`src/rtl/hilo_issue_ctrl.sv`:
```
// rtl/hilo_issue_ctrl.sv - HI/LO multiply-divide issue and stall controller
// Optional issue/stall/drop counters are built when HILO_PERF_EN is defined.
module hilo_issue_ctrl #(
  parameter int MUL_CYCLES = 5,
  parameter int DIV_CYCLES = 10
) (
  input  logic        clk,
  input  logic        reset,
  input  logic        req,
  input  logic        e_valid,
  input  logic [3:0]  e_md_op,
  input  logic        d_md_use,
  input  logic        hilo_busy,
  output logic [3:0]  hilo_op,
  output logic        start,
  output logic        stall,
  output logic [1:0]  state,
  output logic [3:0]  cnt,
  output logic        sync_err
`ifdef HILO_PERF_EN
  ,
  output logic [31:0] perf_issue,
  output logic [31:0] perf_stall,
  output logic [31:0] perf_drop
`endif
);

  if (MUL_CYCLES < 1 || MUL_CYCLES > 15) begin : g_bad_mul_cycles
    $error("hilo_issue_ctrl: MUL_CYCLES must be in 1..15");
  end
  if (DIV_CYCLES < 1 || DIV_CYCLES > 15) begin : g_bad_div_cycles
    $error("hilo_issue_ctrl: DIV_CYCLES must be in 1..15");
  end

  localparam logic [3:0] LP_MUL_N = 4'(MUL_CYCLES);
  localparam logic [3:0] LP_DIV_N = 4'(DIV_CYCLES);

  typedef enum logic [1:0] {
    ST_IDLE = 2'd0,
    ST_MUL  = 2'd1,
    ST_DIV  = 2'd2
  } state_t;

  state_t     r_state;
  logic [3:0] r_cnt;
  logic       r_sync_err;

  logic w_idle;
  logic w_op_read;
  logic w_op_write;
  logic w_op_long;

  assign w_idle     = (r_state == ST_IDLE);
  assign w_op_read  = e_valid && (e_md_op[3:1] == 3'b000);
  assign w_op_write = e_valid && !e_md_op[3] && (e_md_op[2:1] != 2'b00);
  assign w_op_long  = e_valid && (e_md_op[3:2] == 2'b01);

  // Reads of HI/LO are never gated by req; writes and long ops are.
  assign start = w_idle && w_op_long && !req;
  assign stall = d_md_use && (!w_idle || start);

  always_comb begin
    hilo_op = 4'hF;
    if (w_idle && (w_op_read || (w_op_write && !req))) begin
      hilo_op = e_md_op;
    end
  end

  always_ff @(posedge clk) begin
    if (reset) begin
      r_state    <= ST_IDLE;
      r_cnt      <= 4'd0;
      r_sync_err <= 1'b0;
    end else begin
      if ((!w_idle) != hilo_busy) begin
        r_sync_err <= 1'b1;
      end
      case (r_state)
        ST_IDLE: begin
          if (start) begin
            // Bit 0 separates divide (5,7) from multiply (4,6).
            if (e_md_op[0]) begin
              r_state <= ST_DIV;
              r_cnt   <= LP_DIV_N;
            end else begin
              r_state <= ST_MUL;
              r_cnt   <= LP_MUL_N;
            end
          end
        end
        ST_MUL, ST_DIV: begin
          if (r_cnt <= 4'd1) begin
            r_state <= ST_IDLE;
            r_cnt   <= 4'd0;
          end else begin
            r_cnt <= r_cnt - 4'd1;
          end
        end
        default: begin
          r_state <= ST_IDLE;
          r_cnt   <= 4'd0;
        end
      endcase
    end
  end

  assign state    = r_state;
  assign cnt      = r_cnt;
  assign sync_err = r_sync_err;

`ifdef HILO_PERF_EN
  logic [31:0] r_perf_issue;
  logic [31:0] r_perf_stall;
  logic [31:0] r_perf_drop;
  logic        w_drop;

  assign w_drop = w_idle && w_op_write && req;

  always_ff @(posedge clk) begin
    if (reset) begin
      r_perf_issue <= 32'd0;
      r_perf_stall <= 32'd0;
      r_perf_drop  <= 32'd0;
    end else begin
      r_perf_issue <= r_perf_issue + 32'(start);
      r_perf_stall <= r_perf_stall + 32'(stall);
      r_perf_drop  <= r_perf_drop + 32'(w_drop);
    end
  end

  assign perf_issue = r_perf_issue;
  assign perf_stall = r_perf_stall;
  assign perf_drop  = r_perf_drop;
`endif

endmodule

```
`config.mk`:
```
export PLATFORM = sky130hd
export DESIGN_NAME = hilo_issue_ctrl
export DESIGN_NICKNAME = d
export VERILOG_FILES = /design/src/rtl/hilo_issue_ctrl.sv
export SDC_FILE = /design/constraint.sdc
export NUM_CORES = 1
export LEC_CHECK = 0
export CAP_MARGIN = 10
export CORE_AREA = 8 8 45 47
export DETAILED_ROUTE_END_ITERATION = 10
export DIE_AREA = 0 0 53 55
export GPL_TIMING_DRIVEN = 0
export PLACE_DENSITY = 0.73
export SYNTH_ARGS = -nofsm -noshare
export SYNTH_HDL_FRONTEND = slang
export SYNTH_SLANG_ARGS = --single-unit
```
`constraint.sdc`:
```
create_clock -name clk -period 3.7 [get_ports clk]
set_clock_uncertainty 0.15 [all_clocks]
set_input_delay 0.74 -clock clk [delete_from_list [all_inputs] [get_ports clk]]
set_output_delay 0.74 -clock clk [all_outputs]
set_load 0.01 [all_outputs]
```
### After elaboration in Yosys (flattened, before gate mapping)

Cells that the tools add are included.

* add/subtract/negate cells: 1
* order comparisons: 1
* equality and inequality tests: 6
* mux-type cells: 9
* reductions and logical operators: 19

Operators by type and width (count)
* $mux W4: 4
* $logic_and A1 B1 Y1: 9
* $pmux W4 S2: 1
* $mux W2: 3
* $eq A2 B1 Y1 const B: 2
* $le A4 B1 Y1 const B: 1
* $ne A2 B2 Y1 const B: 2
* $pmux W2 S2: 1
* $sub A4 B1 Y4 const B: 1
* $logic_not A1 Y1: 3
* $logic_not A3 Y1: 1
* $eq A2 B2 Y1 const B: 1
* $logic_not A2 Y1: 1
* $logic_or A1 B1 Y1: 2
* $reduce_and A2 Y1: 1
* $reduce_bool A2 Y1: 1
* $reduce_or A2 Y1: 1
* $ne A1 B1 Y1: 1

* flip-flop bits (word level): 7
* input bits: 10
* output and inout bits: 13

### Longest topological paths before layout

* word-level depth: 7
* gate-level depth with buffers: 6
* mapped depth without buffers: 6

### Worst setup path after synthesis

OpenSTA, ideal clock, no wires.

* kind: input port to output port
* start: in e_md_op[1]
* end: out hilo_op[0]
* arrival: 1427 ps
* data required time: 2810 ps
* path slack: 1383 ps
* stages on the path: 3
* cell sequence: o21ai_0 -> nand4b_1 -> or2_2

* longest elaborated chain between the ends: 6
* elaborated cells on any way between the ends: 8

RTL lines
* start, declared: line 11 `input logic [3:0] e_md_op,`
* $reduce_bool A2 Y1: line 55 `assign w_op_write = e_valid && !e_md_op[3] && (e_md_op[2:1] != 2'b00);`
* $logic_and A1 B1 Y1: line 55
* $logic_and A1 B1 Y1: line 64 `if (w_idle && (w_op_read || (w_op_write && !req))) begin`
* $logic_or A1 B1 Y1 *: line 64
* $logic_and A1 B1 Y1 *: line 64
* $mux W4 *: line 64
* end, declared: line 14 `output logic [3:0] hilo_op,`

Every way passes the cells marked *; elsewhere a longest branch is shown, timed or not.

### Worst setup path in the final report

* start: in e_md_op[2]
* end: out hilo_op[2]

* longest elaborated chain between the ends: 6
* elaborated cells on any way between the ends: 8

RTL lines (line)
* $reduce_bool A2 Y1: 55
* $logic_and A1 B1 Y1: 55
* $logic_and A1 B1 Y1: 64
* $logic_or A1 B1 Y1: 64
* $logic_and A1 B1 Y1: 64
* $mux W4 *: 64

Marks and branches as above.

==> results.yml <==
run_status:
  status: "finished clean"
placement:
  dp_hpwl_um: 1070
  place_inst: 93
  numPortBuffers: 21
  place_ws_ns: 0.457
  gp_congestion: 0.755
route:
  drt-initial-drc-count: 10
  num_vias: 517
  first_pass_iters: 4
  top_layer_used: "met4"
  met1_length_um: 554
  vias_per_cell: 5.33
  wl_per_cell_um: 13.6
  dr_wl_met3_um: 165
  drc_errors: 0
  met2_length_um: 567
  ant_nets: 0
  drt_wl_total_um: 1320
clocking:
  clkTransAtPathRegs_ns: 0.06
  cts-hold-fix-buffers: 0
  ctsLongestPathBuffers: 2
  clkSinkCount: 7
  postCtsSetupBuffers: 0
  numCtsBuffers: 3
  cts_root_buf: "clkbuf_4"
  clk_latency_ns: 0.26
  post_cts_resized: 0
  cts_tree: "yes"
  htree_num_levels: 1
synthesis:
  async_flop_share: 0
  synthTopCellsByArea: "dfxtp_1 (29%), ha_1 (10%), nand4bb_4 (5.7%)"
  yosysUniqueCellTypes: 26
  syn_area_per_cell_um2: 8.69
  synth_cells: 56
  ys.flop_type: "dfxtp_1"
  synth_top_area_frac: 0.288
  yosysWarnings: 0
  synth_nets: 70
  yosysTopAreaCell: "dfxtp_1"
  ys_seq_elements: 7
  yosysSeqAreaShare: 0.288
  synth_area_um2: 487
  synth-edff-count: 0
timing:
  setup_slack_ns: 0.478
  timing.fmax_ghz: 0.310
  rsz0062_at_grt: "false"
  setup-violations-final: 0
  slew-limit-headroom: 0.747
  finalMaxSlewViolations: 0
  period_share: 0.871
  fin_crit_ns: 3.22
  tightest_slew_ns: 0.380
  hold_viol: 0
  tns_ns: 0
  hold_slack_ns: 0.331
grt:
  grt_overflow: 0
  antenna_found_initial: 0
  grt_pass1_wl_um: 2170
  gr-usage-all-layers: 0.0991
  grt_max_degree: 10
  grt_pass1_vias: 511
floorplan:
  initial_core_util: 0.352
  dieArea_um2: 2920
  fp-row-count: 14
  core_area_um2: 1380
  pin_count: 23
  die_x_um: 53
  fp.dieH_um: 55
min_path:
  worstHoldEndpoint: "sync_err$_SDFFE_PP0P_"
  hp-start: "sync_err$_SDFFE_PP0P_"
  whs_path_depth: 2
  worstHoldPathType: "flip-flop to flip-flop"
setup_path:
  critical-path-top-delay-family: "buffers and inverters"
  r2r-end: "cnt[3]$_SDFFE_PP0P_"
  worstPathArrival_ns: 2.33
  critPathMostFrequentCell: "clkdlybuf4s50_1"
  slowest_stage: "clkdlybuf4s50_1"
  r2r_setup_slack_ns: 2.01
  slowest_delay_ns: 0.48
  crit_fanout: 4
  worstPathBufferInverterCount: 2
  crit_path_start_kind: "input pin"
  reg2reg_depth: 6
  path_cells: "clkdlybuf4s50_1, o21ai_0, nand4b_1, or2_2, clkdlybuf4s50_1"
  rr_startpoint: "cnt[0]$_SDFFE_PP0P_"
  setup.worst_path.class: "input pin to output pin"
  cp-end-kind: "output pin"
  cp.required_ns: 2.81
final_layout:
  areaGrowthSynthToFinish_pct: 52.7
  fill_cells: 140
  diodes: 0
  instances_no_fill: 97
  nNetsFinal: 96
  drive_above_1_share: 0.0988
pwr:
  internal_power_mw: 0.213
  p_sw_frac: 0.369
  clkPwrFrac: 0.224
  combPwrFrac: 0.473
  total_power_mw: 0.338
  p_per_area_nw_per_um2: 454
  power.leakage_nw: 0.277
  peakVddDrop_v: 0.000198
  p_switching_mw: 0.125
  p_seq_frac: 0.303
flow_run:
  max_cap_viol_count: 0
-- power groups by stage --
stage               combinational [mW]  clock, mW  sequential (mW)
global route                     0.175     0.0813            0.105
detailed placement               0.159          0            0.104
floorplan                       0.0873          0            0.109
finish                           0.160     0.0756            0.102
global placement                 0.156          0            0.104
CTS                              0.160     0.0764            0.102
-- Yosys cell counts (2+ instances only) --
| cell | number |
|---|---|
| a21boi_0 | 2 |
| a21oi_1 | 2 |
| dfxtp_1 | 7 |
| ha_1 | 4 |
| inv_1 | 6 |
| nand2_1 | 3 |
| nand3b_1 | 2 |
| nand4b_1 | 2 |
| nor2_1 | 4 |
| o21ai_0 | 3 |
| o32ai_1 | 3 |
| or2_2 | 3 |
| or3_1 | 2 |
-- area by class of cell --
class,instances,area [um2],share of cell area
inverter,6,22.5,0.0303
sequential,7,140,0.189
buffer,1,3.75,0.00505
multi-input combinational,42,320,0.431
clock buffer,4,26.3,0.0354
tap,16,20.0,0.0269
timing repair buffer,21,210,0.283
-- flip-flops by register name, indices dropped and copies added (netlist names) --
| name | flops |
|---|---|
| state | 2 |
| sync_err | 1 |
| cnt | 4 |
-- metrics by stage --
stage	area, um2	util
floorplan	487	-
global placement	717	0.518
detailed placement	717	0.518
CTS	743	0.537
global route	743	0.537
finish	743	0.537
-- layer usage --
metal / vias to the layer above / global-route usage
li1: 255 / -
met1: 235 / 0.105
met2: 23 / 0.150
met3: 4 / 0.0535
met4: 0 / 0.0647
met5: - / 0
-- placed cells by master (no fill, tap or decap) --
cell,instances
clkdlybuf4s50_1,21
dfxtp_1,7
clkbuf_1,2
ha_1,4
nand4b_1,2
a21boi_0,2
nand2b_1,1
inv_1,6
o21ai_0,3
nor3_1,1
o32ai_1,3
nand2_1,3
nor2_1,4
o41ai_1,1
o31ai_1,1
o31a_1,1
nand4bb_4,1
or3_1,2
or2_2,3
and2_1,1
clkbuf_4,3
a211o_1,1
o21a_1,1
xnor2_1,1
a311o_1,1
a21oi_1,2
nand3b_1,2
and2_4,1
-- worst register-to-register path, delay by kind of cell, from the launching register on --
kind / cells / cell delay [ns]
buf+inv: 1 / 0.09
simple gates: 2 / 0.31
compound gates: 2 / 0.47
fa+ha+maj: 1 / 0.23
flops: 1 / 0.37
-- cell families (layout without fill, tap and decap cells) --
| kind of cell | Yosys count | after routing | synth area share |
|---|---|---|---|
| DFF | 7 | 7 | 0.288 |
| xor gates and xnor gates | 1 | 1 | 0.0180 |
| and+or+nand+nor | 21 | 21 | 0.296 |
| adders and majority gates | 4 | 4 | 0.103 |
| AOI/OAI and AO/OA | 16 | 16 | 0.242 |
| buffers and inverters | 7 | 32 | 0.0540 |
-- worst max path at each step --
stage,start,endpoint,slack [ns],cells past startpoint
5_1_grt,e_md_op[2],hilo_op[2],0.36,5
4_1_cts,e_md_op[2],hilo_op[2],0.45,5
2_1_floorplan,e_md_op[1],hilo_op[0],1.38,3
6_report,e_md_op[2],hilo_op[2],0.48,5
3_5_place_dp,e_md_op[2],hilo_op[2],0.46,5
3_3_place_gp,e_md_op[2],hilo_op[0],0.47,5
Note: power is estimated with default switching activity, not from simulation.
